### config.mk
export PLATFORM = sky130hd
export DESIGN_NAME = mini_bit_core
export DESIGN_NICKNAME = d
export VERILOG_FILES = /design/src/rtl/mini_bit_core.sv
export SDC_FILE = /design/constraint.sdc
export NUM_CORES = 2
export LEC_CHECK = 0
export CAP_MARGIN = 20
export CORE_ASPECT_RATIO = 0.7
export CORE_UTILIZATION = 50
export DETAILED_ROUTE_END_ITERATION = 10
export MAX_ROUTING_LAYER = met4
export PLACE_DENSITY = 0.65
export SLEW_MARGIN = 20
export SYNTH_ARGS = -nofsm -noshare
export SYNTH_HDL_FRONTEND = slang
export SYNTH_SLANG_ARGS = --single-unit
### constraint.sdc
create_clock -name clk -period 16.5 [get_ports clk]
set_input_delay 3.3 -clock clk [delete_from_list [all_inputs] [get_ports clk]]
set_output_delay 3.3 -clock clk [all_outputs]
set_load 0.01 [all_outputs]
### src/rtl/mini_bit_core.sv
// mini_bit_core: two-word-instruction accumulator core with a serial OUT port.
// Define MINI_BIT_TX_PARITY_EN to add an even-parity bit to each tx frame.
module mini_bit_core #(
  parameter int DW = 8,
  parameter int AW = 8,
  parameter int BAUD_DIV = 16
) (
  input  logic          clk,
  input  logic          reg_clear,
  input  logic          run,
  input  logic          ld_we,
  input  logic [AW-1:0] ld_addr,
  input  logic [DW-1:0] ld_data,
  output logic          tx,
  output logic          halted,
  output logic [AW-1:0] pc,
  output logic [DW-1:0] acc
);

`ifdef MINI_BIT_TX_PARITY_EN
  localparam int FW = DW + 3;
`else
  localparam int FW = DW + 2;
`endif
  localparam int BCW = $clog2(BAUD_DIV);
  localparam int FCW = $clog2(FW + 1);

  typedef enum logic [2:0] {
    IDLE, FETCH_OP, FETCH_ARG, EXEC, MEM, TX, HALT
  } state_t;

  state_t state, state_n;

  logic [DW-1:0]  ram [2**AW];
  logic [DW-1:0]  rd_q;
  logic [AW-1:0]  raddr;
  logic [AW-1:0]  k_addr;
  logic [3:0]     op_q;
  logic [DW-1:0]  a_q, b_q, a_n, b_n;
  logic           c_q, lt_q, z_q;
  logic           c_n, lt_n, z_n;
  logic [AW-1:0]  pc_n;
  logic [DW:0]    sum;
  logic [FW-1:0]  sh_q, frame;
  logic [BCW-1:0] baud_q;
  logic [FCW-1:0] bit_q;
  logic           baud_end, last_bit;

  // In EXEC the read register holds the operand word k.
  assign k_addr   = AW'(rd_q);
  assign baud_end = baud_q == BCW'(BAUD_DIV - 1);
  assign last_bit = baud_end && bit_q == FCW'(FW - 1);

`ifdef MINI_BIT_TX_PARITY_EN
  assign frame = {1'b1, ^a_q, a_q, 1'b0};
`else
  assign frame = {1'b1, a_q, 1'b0};
`endif

  assign tx     = (state == TX) ? sh_q[0] : 1'b1;
  assign halted = state == HALT;
  assign acc    = a_q;

  always_comb begin
    raddr = pc;
    unique case (1'b1)
      state == FETCH_ARG: raddr = pc + AW'(1);
      state == EXEC:      raddr = k_addr;
      default: ;
    endcase
  end

  always_ff @(posedge clk) begin
    if (state == EXEC && op_q == 4'h4)
      ram[k_addr] <= a_q;
    else if (ld_we && (state == IDLE || state == HALT))
      ram[ld_addr] <= ld_data;
    rd_q <= ram[raddr];
  end

  always_comb begin
    a_n  = a_q;
    b_n  = b_q;
    c_n  = c_q;
    lt_n = lt_q;
    z_n  = z_q;
    pc_n = pc + AW'(2);
    sum  = {1'b0, a_q} + {1'b0, b_q}
         + {{DW{1'b0}}, (op_q == 4'h6) & c_q};
    case (op_q)
      4'h1: a_n = rd_q;
      4'h2: b_n = rd_q;
      4'h5, 4'h6: {c_n, a_n} = sum;
      4'h7: begin
        a_n = ~(a_q & b_q);
        c_n = 1'b0;
      end
      4'h8: begin
        a_n = {a_q[DW-2:0], 1'b0};
        c_n = a_q[DW-1];
      end
      4'h9: begin
        a_n = {1'b0, a_q[DW-1:1]};
        c_n = a_q[0];
      end
      4'hA: pc_n = k_addr;
      4'hB: if (lt_q) pc_n = k_addr;
      4'hC: if (z_q) pc_n = k_addr;
      default: ;
    endcase
    if (op_q >= 4'h5 && op_q <= 4'h9) begin
      lt_n = a_q < b_q;
      z_n  = a_n == '0;
    end
  end

  always_comb begin
    state_n = state;
    case (state)
      IDLE:      if (run) state_n = FETCH_OP;
      FETCH_OP:  state_n = FETCH_ARG;
      FETCH_ARG: state_n = EXEC;
      EXEC: begin
        case (op_q)
          4'h3, 4'h4: state_n = MEM;
          4'hD:       state_n = TX;
          4'hE:       state_n = HALT;
          default:    state_n = run ? FETCH_OP : IDLE;
        endcase
      end
      MEM:  state_n = run ? FETCH_OP : IDLE;
      TX:   if (last_bit) state_n = run ? FETCH_OP : IDLE;
      HALT: state_n = HALT;
      default: state_n = IDLE;
    endcase
  end

  always_ff @(posedge clk or posedge reg_clear) begin
    if (reg_clear) begin
      state  <= IDLE;
      pc     <= '0;
      op_q   <= '0;
      a_q    <= '0;
      b_q    <= '0;
      c_q    <= 1'b0;
      lt_q   <= 1'b0;
      z_q    <= 1'b0;
      sh_q   <= '1;
      baud_q <= '0;
      bit_q  <= '0;
    end else begin
      state <= state_n;
      if (state == FETCH_ARG)
        op_q <= rd_q[3:0];
      if (state == EXEC) begin
        pc   <= pc_n;
        a_q  <= a_n;
        b_q  <= b_n;
        c_q  <= c_n;
        lt_q <= lt_n;
        z_q  <= z_n;
      end
      if (state == MEM && op_q == 4'h3)
        a_q <= rd_q;
      // Frame is latched from A at OUT's EXEC and shifted LSB first.
      if (state == EXEC && op_q == 4'hD) begin
        sh_q   <= frame;
        baud_q <= '0;
        bit_q  <= '0;
      end else if (state == TX) begin
        if (baud_end) begin
          baud_q <= '0;
          bit_q  <= bit_q + FCW'(1);
          sh_q   <= {1'b1, sh_q[FW-1:1]};
        end else begin
          baud_q <= baud_q + BCW'(1);
        end
      end
    end
  end

endmodule

==> out/qor.csv <==
stage,metric,value,unit
timing,hold_viol,0,
hold_path,hp-class,reg2reg,
clock_tree,cts_made_buffers,187,
logic_synthesis,synth_edf_count,2048,
place,place_area,87700,um^2
route,wl_per_cell,30.6,um
timing,rsz0062_at_grt,no,
clock_tree,cts_setup_buffers,0,
timing,fin_crit,7.22,ns
floorplan,start_util,50.5,%
logic_synthesis,synth-seq-area-share,73.8,%
run_status,outcome,finished clean,
finish,area_delta_synth_final,9.93,%
logic_synthesis,synth.distinct_cells,85,
floorplan,die_y,348,um
logic_synthesis,syn-num-nets,5615,
floorplan,ios,38,
route,drcViolationCount,0,
grt,first_global_vias,47800,
logic_synthesis,syn_area,85300,um^2
timing,slew_headroom,11.8,%
timing,max_freq,0.139,GHz
timing,fin_crit_sh,43.7,%
logic_synthesis,ys.flop_type,edfxtp_1,
setup_path,path_class,in2reg,
floorplan,die-area,172000,um^2
clock_tree,htree_levels,4,
timing,skew,0.0264,ns
route,vias,51700,
floorplan,fp.dieW,496,um
route,dr.pass1.iters,6,
setup_path,endpoint_kind,register,
route,ant_nets,0,
setup_path,crit_fanout,32,
finish,final_cell_mix,"edfxtp_1, nand2_1, nor2_1",
timing,slew_violations,0,
clock_tree,ctsHoldBuffers,0,
logic_synthesis,ys_ff_latch,2107,
timing,fin_setup_tns,0,ns
clock_tree,clk_latency,0.84,ns
clock_tree,cts_sinks,2107,
logic_synthesis,synthArstFlopShare,2.42,%
route,detail_route.iter0.violations,8411,
route,routed_wl,242,mm
place,portBuffers,37,
route,avgViaCountPerCell,6.53,
timing,worst_pin_slew,1.31,ns
logic_synthesis,yosysWarningCount,0,
clock_tree,cts_buffer_depth,3,
job,maxCapViolCount,0,
place,gp_congestion,0.915,
grt,antenna_found_initial,14,
place,dp_hpwl,144,mm
logic_synthesis,syn_area_per_cell,15.3,um^2
logic_synthesis,synthCells,5572,
grt,grt_pass1_wl,348,mm
finish,layout_commonest_cell,edfxtp_1,
power,p_leak,30.3,nW
setup_path,worstPathArrival,7.69,ns
finish,n_fill_cell,13200,
clock_tree,post_cts_resized,0,
power,irDropWorstVdd,269,uV
clock_tree,cts_tree,done,
grt,grt_max_degree,164,
finish,drive_gt1_share,11.9,%
finish,nets,5551,
grt,grt_use_total,29.0,%
setup_path,start_kind,primary input,
clock_tree,clkTransAtPathRegs,0.06,ns
finish,postLayoutCellArea,93800,um^2
clock_tree,root_buffer,clkbuf_16,
power,p_per_area,203,nW/um^2
setup_path,cp.required,16.97,ns
floorplan,core_area,169000,um^2
timing,setup_violations,0,
grt,grt_remaining_overflow,0,
floorplan,fp-row-count,126,
[where the power goes]
| group | total (W) | internal, W | switching, W |
|---|---|---|---|
| logic | 0.00781 | 0.00217 | 0.00563 |
| clock network | 0.00436 | 0.00240 | 0.00195 |
| registers | 0.00690 | 0.00674 | 0.000161 |
[Yosys cell counts, types with 9 or more instances]
library cell	count	area share [%]
a21oi_1	87	0.51
or4_1	22	0.19
buf_1	28	0.12
buf_6	9	0.12
inv_1	24	0.11
nor2_1	324	1.4
a31oi_1	59	0.43
a211oi_1	186	1.6
nor2b_1	9	0.066
a211o_1	11	0.11
buf_2	133	0.78
nand3b_1	9	0.079
clkbuf_1	198	0.87
dfrtp_1	42	1.2
a31o_2	15	0.15
a311oi_1	167	1.7
buf_4	17	0.15
o21ai_0	131	0.77
dfstp_2	9	0.28
o311ai_0	15	0.15
edfxtp_1	2048	72
nand4_1	39	0.29
o221ai_1	10	0.10
mux4_2	213	5.6
mux2i_1	79	0.93
o211ai_1	9	0.079
nand3_1	208	1.2
and3_1	201	1.5
ha_1	21	0.31
a22oi_1	11	0.097
nand2b_1	27	0.20
a32oi_1	18	0.18
nand2_1	980	4.3
mux2_2	19	0.25
o22ai_1	18	0.13
nor3_1	32	0.19
[per-layer routing]
metal	part of all wire (%)	vias up	GRT usage (%)	routed length, um
met1	42	26100	44.1	102000
li1	-	21600	-	-
met3	14	350	8.46	34900
met5	0	-	-	0
met2	41	3618	37.7	99900
met4	2.2	0	7.19	5430
[final cells by class]
class	count	area [um^2]	share of cell area [%]
Antenna cell	9	22.5	0.0240
Clock buffer	242	5110	5.45
Clock inverter	103	882	0.941
Inverter	25	95.1	0.101
Multi-Input combinational cell	3054	20700	22.1
Sequential cell	2107	62900	67.1
Tap cell	2240	2800	2.99
Timing Repair Buffer	133	1190	1.27
[through the flow]
step / total power, W / cells / hold slack [ns] / utilization [%] / setup slack [ns]
3_5_place_dp: 0.0146 / 7558 / 0.493 / 51.9 / 8.71
3_3_place_gp: 0.0146 / 7558 / 0.484 / 51.9 / 8.71
4_1_cts: 0.0189 / 7903 / 0.507 / 55.5 / 9.54
2_1_floorplan: 0.0119 / 5572 / 0.449 / - / 0.666
6_report: 0.0191 / 7913 / 0.515 / 55.5 / 9.28
5_1_grt: 0.0197 / 7911 / 0.530 / 55.5 / 8.97
[cells by family after synthesis]
family | after synthesis | share of synthesized area, %
mux | 314 | 6.84
buf+inv | 411 | 2.16
simple gates | 1900 | 9.89
fa+ha+maj | 23 | 0.355
compound gates | 803 | 6.83
flops | 2107 | 73.8
xor+xnor | 14 | 0.144
[worst max-delay path, stage by stage]
cell	delay, ns
clkdlybuf4s50_1	0.56
or4b_2	0.97
o21ai_1	1.13
nand2_1	0.88
nor2_1	0.81
[flip-flops by register name, indices dropped and copies added, names as in the netlist]
signal	flops
ram	2048
sh_q	9
acc	8
b_q	8
k_addr	8
pc	8
baud_q	4
bit_q	4
op_q	4
state	3
c_q	1
lt_q	1
z_q	1
[path summary, 6_finish.rpt]
path                            from          end  slack (ns)  cells after the start
setup / recovery               ld_we  ram[102][3]        9.28                      5
hold / removal                   c_q          c_q        0.52                      1
setup reg to reg            state[0]    k_addr[2]        9.44                     12
hold reg to reg                  c_q          c_q        0.52                      1
max in group asynchronous  reg_clear       b_q[0]       13.00                      2
min in group asynchronous  reg_clear     bit_q[3]        2.96                      2
(Power assumes the default switching activity.)
